File: src/rtl/serial_adder_pkg.sv
// Shared definitions for the bit-serial adder controller: state encoding and
// the default operand width.
package serial_adder_pkg;

  localparam int DEFAULT_WIDTH = 8;

  typedef enum logic [1:0] {
    IDLE = 2'd0,
    RUN  = 2'd1,
    DONE = 2'd2
  } state_t;

endpackage

File: src/rtl/full_adder.sv
// Single 1-bit full adder cell; the only arithmetic element of the serial adder.
module full_adder (
  input  logic X,
  input  logic Y,
  input  logic Cin,
  output logic Sum,
  output logic Cout
);

  assign Sum  = X ^ Y ^ Cin;
  assign Cout = (X & Y) | (Cin & (X ^ Y));

endmodule

File: src/rtl/serial_adder_ctrl.sv
// Bit-serial adder controller: captures two WIDTH-bit operands and a carry-in,
// then adds them LSB first through one full_adder cell over WIDTH cycles.
module serial_adder_ctrl
  import serial_adder_pkg::*;
#(
  parameter int WIDTH = DEFAULT_WIDTH
) (
  input  logic             clk,
  input  logic             rst_n,
  input  logic             start,
  input  logic [WIDTH-1:0] a,
  input  logic [WIDTH-1:0] b,
  input  logic             cin,
  output logic             busy,
  output logic             done,
  output logic [WIDTH-1:0] sum,
  output logic             cout
);

  localparam int CNT_W = $clog2(WIDTH + 1);

  state_t             state;
  state_t             state_next;
  logic [WIDTH-1:0]   a_sh;
  logic [WIDTH-1:0]   b_sh;
  logic [WIDTH-1:0]   sum_sh;
  logic [WIDTH-1:0]   sum_next;
  logic               carry;
  logic [CNT_W-1:0]   cnt;
  logic               fa_sum;
  logic               fa_cout;
  logic               last;

  full_adder u_fa (
    .X   (a_sh[0]),
    .Y   (b_sh[0]),
    .Cin (carry),
    .Sum (fa_sum),
    .Cout(fa_cout)
  );

  // New sum bit enters at the MSB so that after WIDTH shifts bit 0 lands at the LSB.
  generate
    if (WIDTH == 1) begin : g_narrow
      assign sum_next = fa_sum;
    end else begin : g_wide
      assign sum_next = {fa_sum, sum_sh[WIDTH-1:1]};
    end
  endgenerate

  assign last = (cnt == CNT_W'(WIDTH - 1));
  assign busy = (state == RUN);
  assign done = (state == DONE);

  always_ff @(posedge clk) begin
    if (!rst_n) state <= IDLE;
    else        state <= state_next;
  end

  always_comb begin
    state_next = state;
    case (state)
      IDLE:    if (start) state_next = RUN;
      RUN:     if (last)  state_next = DONE;
      DONE:    state_next = IDLE;
      default: state_next = IDLE;
    endcase
  end

  always_ff @(posedge clk) begin
    if (!rst_n) begin
      a_sh   <= '0;
      b_sh   <= '0;
      sum_sh <= '0;
      carry  <= 1'b0;
      cnt    <= '0;
      sum    <= '0;
      cout   <= 1'b0;
    end else begin
      case (state)
        IDLE: begin
          if (start) begin
            a_sh  <= a;
            b_sh  <= b;
            carry <= cin;
            cnt   <= '0;
          end
        end
        RUN: begin
          a_sh   <= a_sh >> 1;
          b_sh   <= b_sh >> 1;
          sum_sh <= sum_next;
          carry  <= fa_cout;
          cnt    <= cnt + CNT_W'(1);
          if (last) begin
            sum  <= sum_next;
            cout <= fa_cout;
          end
        end
        default: ;
      endcase
    end
  end

endmodule
File: config.mk
export PLATFORM = sky130hd
export DESIGN_NAME = serial_adder_ctrl
export DESIGN_NICKNAME = d
export VERILOG_FILES = /design/src/rtl/serial_adder_pkg.sv /design/src/rtl/full_adder.sv /design/src/rtl/serial_adder_ctrl.sv
export SDC_FILE = /design/constraint.sdc
export NUM_CORES = 1
export LEC_CHECK = 0
export ABC_AREA = 1
export BUFFER_PORTS_ARGS = -buffer_cell sky130_fd_sc_hd__buf_2
export CAP_MARGIN = 40
export CORE_MARGIN = 4
export CORE_UTILIZATION = 39
export DETAILED_ROUTE_END_ITERATION = 16
export SYNTH_ARGS = -nofsm -noshare
export SYNTH_HDL_FRONTEND = slang
export SYNTH_SLANG_ARGS = --single-unit
export TNS_END_PERCENT = 20
File: constraint.sdc
create_clock -name clk -period 1.25 [get_ports clk]
set_clock_uncertainty 0.15 [all_clocks]
set_input_delay 0.125 -clock clk [delete_from_list [all_inputs] [get_ports clk]]
set_output_delay 0.125 -clock clk [all_outputs]
set_load 0.05 [all_outputs]
After elaboration in Yosys (flattened, before gate mapping)
Cells that the tools add are included.
Word-level totals
  RAM bits: 0
  bits in read-only memories: 0
  bits in latches: 0
  register bits after elaboration: 40
  memories kept: 0
Operators by class
  bitwise gates (word level): 5
  eq/ne operators: 5
  divide/modulo/power cells: 0
  $lt $le $gt $ge: 0
  mux-type cells: 11
  add/sub/neg operators: 1
  reduce and logical (&&, ||, !) cells: 5
  multipliers: 0
  shift operators: 0
Operator list (count)
  $pmux 8 s2: 2
  $mux 8: 2
  $pmux 4 s2: 1
  $reduce_and 2->1: 3
  $add 4x1->4 const B: 1
  $eq 4x3->1 const B: 1
  $mux 2: 2
  $mux 4: 1
  $pmux 2 s2: 1
  $and 1x1->1: 2
  $eq 2x1->1 const B: 1
  $eq 2x2->1 const B: 1
  $logic_not 2->1: 1
  $ne 2x1->1 const B: 1
  $ne 2x2->1 const B: 1
  $pmux 1 s2: 1
  $reduce_bool 2->1: 1
  $xor 1x1->1: 2
  $mux 1: 1
  $or 1x1->1: 1

Logic depth before layout (Yosys ltp)
  depth after elaboration: 4
  gate-level depth with buffers: 8

Hierarchy
Synthesis repeated with hierarchy kept, for this count alone.
Second synthesis, totals
  cell total of the unflattened synthesis: 222
  area total of the unflattened synthesis: 1607.8 um^2
By module, submodules not included
  serial_adder_ctrl: instances 1, area an instance 1587.8 um^2, cells each 221
  full_adder: instances 1, area an instance 20.0 um^2, cells each 1

Worst setup path before layout
OpenSTA, ideal clock, no wires.
  path type: register to output
  from: register state[1]
  to: output port done
  slack: -70 ps
  stages on the path, launching flop included: 3
  arrival time: 1045 ps
  cell sequence: dfxtp_1 -> inv_1 -> nor2_1
Between the ends
  longest elaborated chain between the ends: 1
Ends and longest elaborated chain
  start: declaration: line serial_adder_ctrl.sv:22  | state_t state;
  start signal: assignment: line serial_adder_ctrl.sv:57  | else state <= state_next;
  $eq 2x2->1: line serial_adder_ctrl.sv:53  | assign done = (state == DONE);
  end: declaration: line serial_adder_ctrl.sv:15  | output logic done,
No other way between the ends.

Worst setup path after layout
  from: register state[0]
  to: output port done
The elaborated chain is that of the path after synthesis.

==> flow_summary_export.csv <==
group,metric,value,unit
status,status,"finished with violations",
status,failed_checks,"setup timing",
logic_synthesis,synth_largest_type_area_fraction,47.6,%
min_path,hold_path.class,"input pin to flop",
power_and_ir_drop,ir_worst_vdd,701,uV
setup_path,rr_worst_depth,3,
logic_synthesis,yosys.cell_count.top_type,"sky130_fd_sc_hd__nand2_1",
setup_path,cp-endpoint,"done",
timing,timing_worst_slew_pin_value,0.330,ns
clocking,clock_path_buffers,2,
grt,initial_antenna_violation_count,0,
clocking,cts.clk_slew.worst_paths,0.08,ns
power_and_ir_drop,p_comb_share,14.3,%
placement,dp.final_hpwl,2.42,mm
timing,finalCriticalPeriod,1.32,ns
logic_synthesis,syn_inst,227,
timing,final_critical_path_setup_slack,-0.0675,ns
flow_run,cap_violations,0,
floorplanning,pin_count,31,
placement,post-place-ws,-0.0577,ns
timing,final_max_slew_violation_count,0,
clocking,clkSinkCount,39,
power_and_ir_drop,power.density,1310,nW/um^2
clocking,cts_inserted_buffers,5,
setup_path,regToRegEndpoint,"sum_sh[7]",
floorplanning,die_height,72.9,um
setup_path,timing.critical_path.required,0.98,ns
timing,setup_viol,5,
setup_path,cp-start-kind,"flop",
setup_path,crit_path_max_fanout,3,
setup_path,worst_setup_path_startpoint,"state[0]",
logic_synthesis,synth-seq-area-share,47.6,%
setup_path,worstSetupEndpointType,"output pin",
logic_synthesis,synth.cell_area,1640,um^2
detailed_routing,wl_per_cell,10.9,um
setup_path,worst_reg2reg_setup_slack,-0.03,ns
placement,buffer_ports.inserted,30,
floorplanning,placeableCoreArea,4030,um^2
setup_path,critical_path_start_end_classification,"flop to output pin",
floorplanning,initial_utilization,40.7,%
final_layout,post-route-cell-area,2180,um^2
power_and_ir_drop,power_leakage,0.982,nW
detailed_routing,num_vias,1503,
logic_synthesis,synthTopCellsByCount,"sky130_fd_sc_hd__nand2_1, sky130_fd_sc_hd__nor2_1, sky130_fd_sc_hd__dfxtp_1, sky130_fd_sc_hd__o21ai_0, sky130_fd_sc_hd__a21oi_1",
detailed_routing,via_per_inst,4.61,
final_layout,antenna_cells,0,
placement,place_area,1910,um^2
power_and_ir_drop,net_load_switching_power,699,uW
final_layout,post_route_cells_drive_above_1_share,28.3,%
logic_synthesis,post-synth-top-area-cell,"sky130_fd_sc_hd__dfxtp_1",
final_layout,finalNetCount,297,
detailed_routing,totalWireLength,3.55,mm
placement,globalplace.congestion,0.727,
logic_synthesis,synth.avg_cell_area,7.23,um^2
timing,hold_viol_final,0,
timing,fmaxAchievable,759,MHz
clocking,htree_levels,2,
logic_synthesis,ys.warnings.count,0,
power_and_ir_drop,power.internal,2.15,mW
detailed_routing,route.antenna.remaining_nets,0,
logic_synthesis,synth.net_count,249,
grt,grt_pass1_vias,1315,
grt,grt_remaining_overflow,0,
logic_synthesis,synth_seq_cells,39,
setup_path,critical_path.reg2reg.startpoint,"carry",
timing,max_slew_margin,77.9,%
detailed_routing,drc_violation_count_after_routing,0,
floorplanning,die_w,72.9,um
setup_path,critPathArrivalTime,1.04,ns
power_and_ir_drop,swShare,24.5,%
floorplanning,count_of_standard_cell_rows,23,
grt,gr-usage-all-layers,14.5,%
clocking,cts.root.buffer_cell,"sky130_fd_sc_hd__clkbuf_8",
logic_synthesis,ys_types,23,
logic_synthesis,synth-async-reset-ratio,0,%
timing,rsz0062_at_grt,"yes",
power_and_ir_drop,p_clk_share,37.8,%
timing,min_period_over_period,105,%
grt,grt_first_pass_wirelength,6.06,mm
logic_synthesis,yosys-top-cells-area,"sky130_fd_sc_hd__dfxtp_1, sky130_fd_sc_hd__nand2_1, sky130_fd_sc_hd__nor2_1",
detailed_routing,drt_iter0_markers,71,
final_layout,area_growth_syn_to_layout,32.5,%
detailed_routing,detailedRoute.firstPassIterationCount,4,
power_and_ir_drop,power.sequential.fraction,47.9,%
logic_synthesis,synthFlopType,"sky130_fd_sc_hd__dfxtp_1",
clocking,tritoncts,"yes",
floorplanning,die_area,5310,um^2
clocking,insertion_delay,0.29,ns
logic_synthesis,edff_count_synth,0,
grt,grt_max_degree,17,
==> what timing repair did <==
action	in CTS	in global routing
pin swaps	3	2
setup buffers	2	2
gates resized for setup	23	12
endpoints found under the setup margin	28	34
hold endpoints to repair	3	0
hold buffers	3	0
==> kinds of logic after synthesis <==
| kind of cell | synth area share (%) |
|---|---|
| AO/OA/AOI/OAI | 13.6 |
| buffers and inverters | 7.09 |
| flip-flops | 47.6 |
| adder cells (fa/ha/maj) | 1.98 |
| AND/OR/NAND/NOR | 29.7 |
==> layer usage <==
layer	up-vias	global-route usage (%)	routed length (um)
met4	0	4.30	19
met3	2	3.31	154
met2	26	22.3	1620
li1	826	-	-
met5	-	0	0
met1	649	20.3	1760
==> flip-flops by register name (all words and copies together), names as in the netlist <==
| signal | cells |
|---|---|
| carry | 1 |
| sum | 8 |
| sum_sh | 7 |
| b_sh | 8 |
| a_sh | 8 |
| state | 2 |
| cnt | 4 |
| cout | 1 |
==> worst min path at each step <==
stage          startpoint       to  cells past startpoint
6_report             a[1]  a_sh[1]                      5
5_1_grt              b[2]  b_sh[2]                      5
3_3_place_gp         a[7]  a_sh[7]                      3
2_1_floorplan        a[7]  a_sh[7]                      2
3_5_place_dp         b[7]  b_sh[7]                      3
4_1_cts              b[2]  b_sh[2]                      5
==> cell usage in the layout (no fill, tap or decap) <==
cell,netlist,layout
sky130_fd_sc_hd__bufinv_16,0,1
sky130_fd_sc_hd__buf_6,2,2
sky130_fd_sc_hd__o21ai_1,4,11
sky130_fd_sc_hd__nand2_1,67,66
sky130_fd_sc_hd__nand3_1,5,4
sky130_fd_sc_hd__buf_8,1,2
sky130_fd_sc_hd__buf_12,0,2
sky130_fd_sc_hd__nor2_2,0,2
sky130_fd_sc_hd__nand4_1,1,1
sky130_fd_sc_hd__inv_1,6,4
sky130_fd_sc_hd__clkinv_2,0,1
sky130_fd_sc_hd__a21oi_1,14,12
sky130_fd_sc_hd__dlygate4sd3_1,0,3
sky130_fd_sc_hd__nor2_4,1,2
sky130_fd_sc_hd__buf_2,3,28
sky130_fd_sc_hd__nand3_2,0,1
sky130_fd_sc_hd__nor2_1,47,44
sky130_fd_sc_hd__dfxtp_2,0,5
sky130_fd_sc_hd__ha_4,0,1
sky130_fd_sc_hd__inv_2,1,1
sky130_fd_sc_hd__buf_4,2,14
sky130_fd_sc_hd__clkinv_1,1,1
sky130_fd_sc_hd__o21ai_4,0,1
sky130_fd_sc_hd__dfxtp_1,39,34
sky130_fd_sc_hd__clkbuf_8,0,6
sky130_fd_sc_hd__inv_4,0,2
sky130_fd_sc_hd__a21oi_2,0,2
sky130_fd_sc_hd__inv_8,1,1
sky130_fd_sc_hd__o21ai_0,25,18
sky130_fd_sc_hd__nand2_2,1,2
sky130_fd_sc_hd__nand2_4,1,1
sky130_fd_sc_hd__fa_2,0,1
==> power groups by stage <==
stage          Sequential (mW)  Combinational [mW]  Clock [mW]
6_report                  1.36               0.408        1.08
2_1_floorplan             1.38               0.252           0
5_1_grt                   1.37               0.464        1.16
3_3_place_gp              1.39               0.366           0
4_1_cts                   1.36               0.397        1.10
3_5_place_dp              1.39               0.368           0
==> worst max-delay path, cell delays in order (launching register included) <==
cell and delay [ns]:
sky130_fd_sc_hd__dfxtp_2 0.36, sky130_fd_sc_hd__buf_4 0.15, sky130_fd_sc_hd__nor2_4 0.10, sky130_fd_sc_hd__buf_8 0.15
==> final cells by class <==
cell class | instances | area, um^2
Fill cell | 391 | 1850
Inverter | 9 | 46.3
Clock inverter | 2 | 35.0
Clock buffer | 6 | 82.6
Sequential cell | 39 | 787
Tap cell | 50 | 62.6
Timing Repair Buffer | 51 | 368
Multi-Input combinational cell | 169 | 795
==> through the flow <==
step	hold slack, ns	setup TNS (ns)	instances	utilization (%)	power [mW]
2_1_floorplan	0.118	-0.0429	227	-	1.63
3_3_place_gp	0.241	-0.149	311	47.5	1.75
3_5_place_dp	0.240	-0.303	311	47.5	1.75
4_1_cts	0.00480	-0.222	324	52.9	2.86
5_1_grt	0.0112	-1.90	326	54.0	3.00
6_report	0.00929	-0.151	326	54.0	2.85
Note: power is estimated with default switching activity, not from simulation.
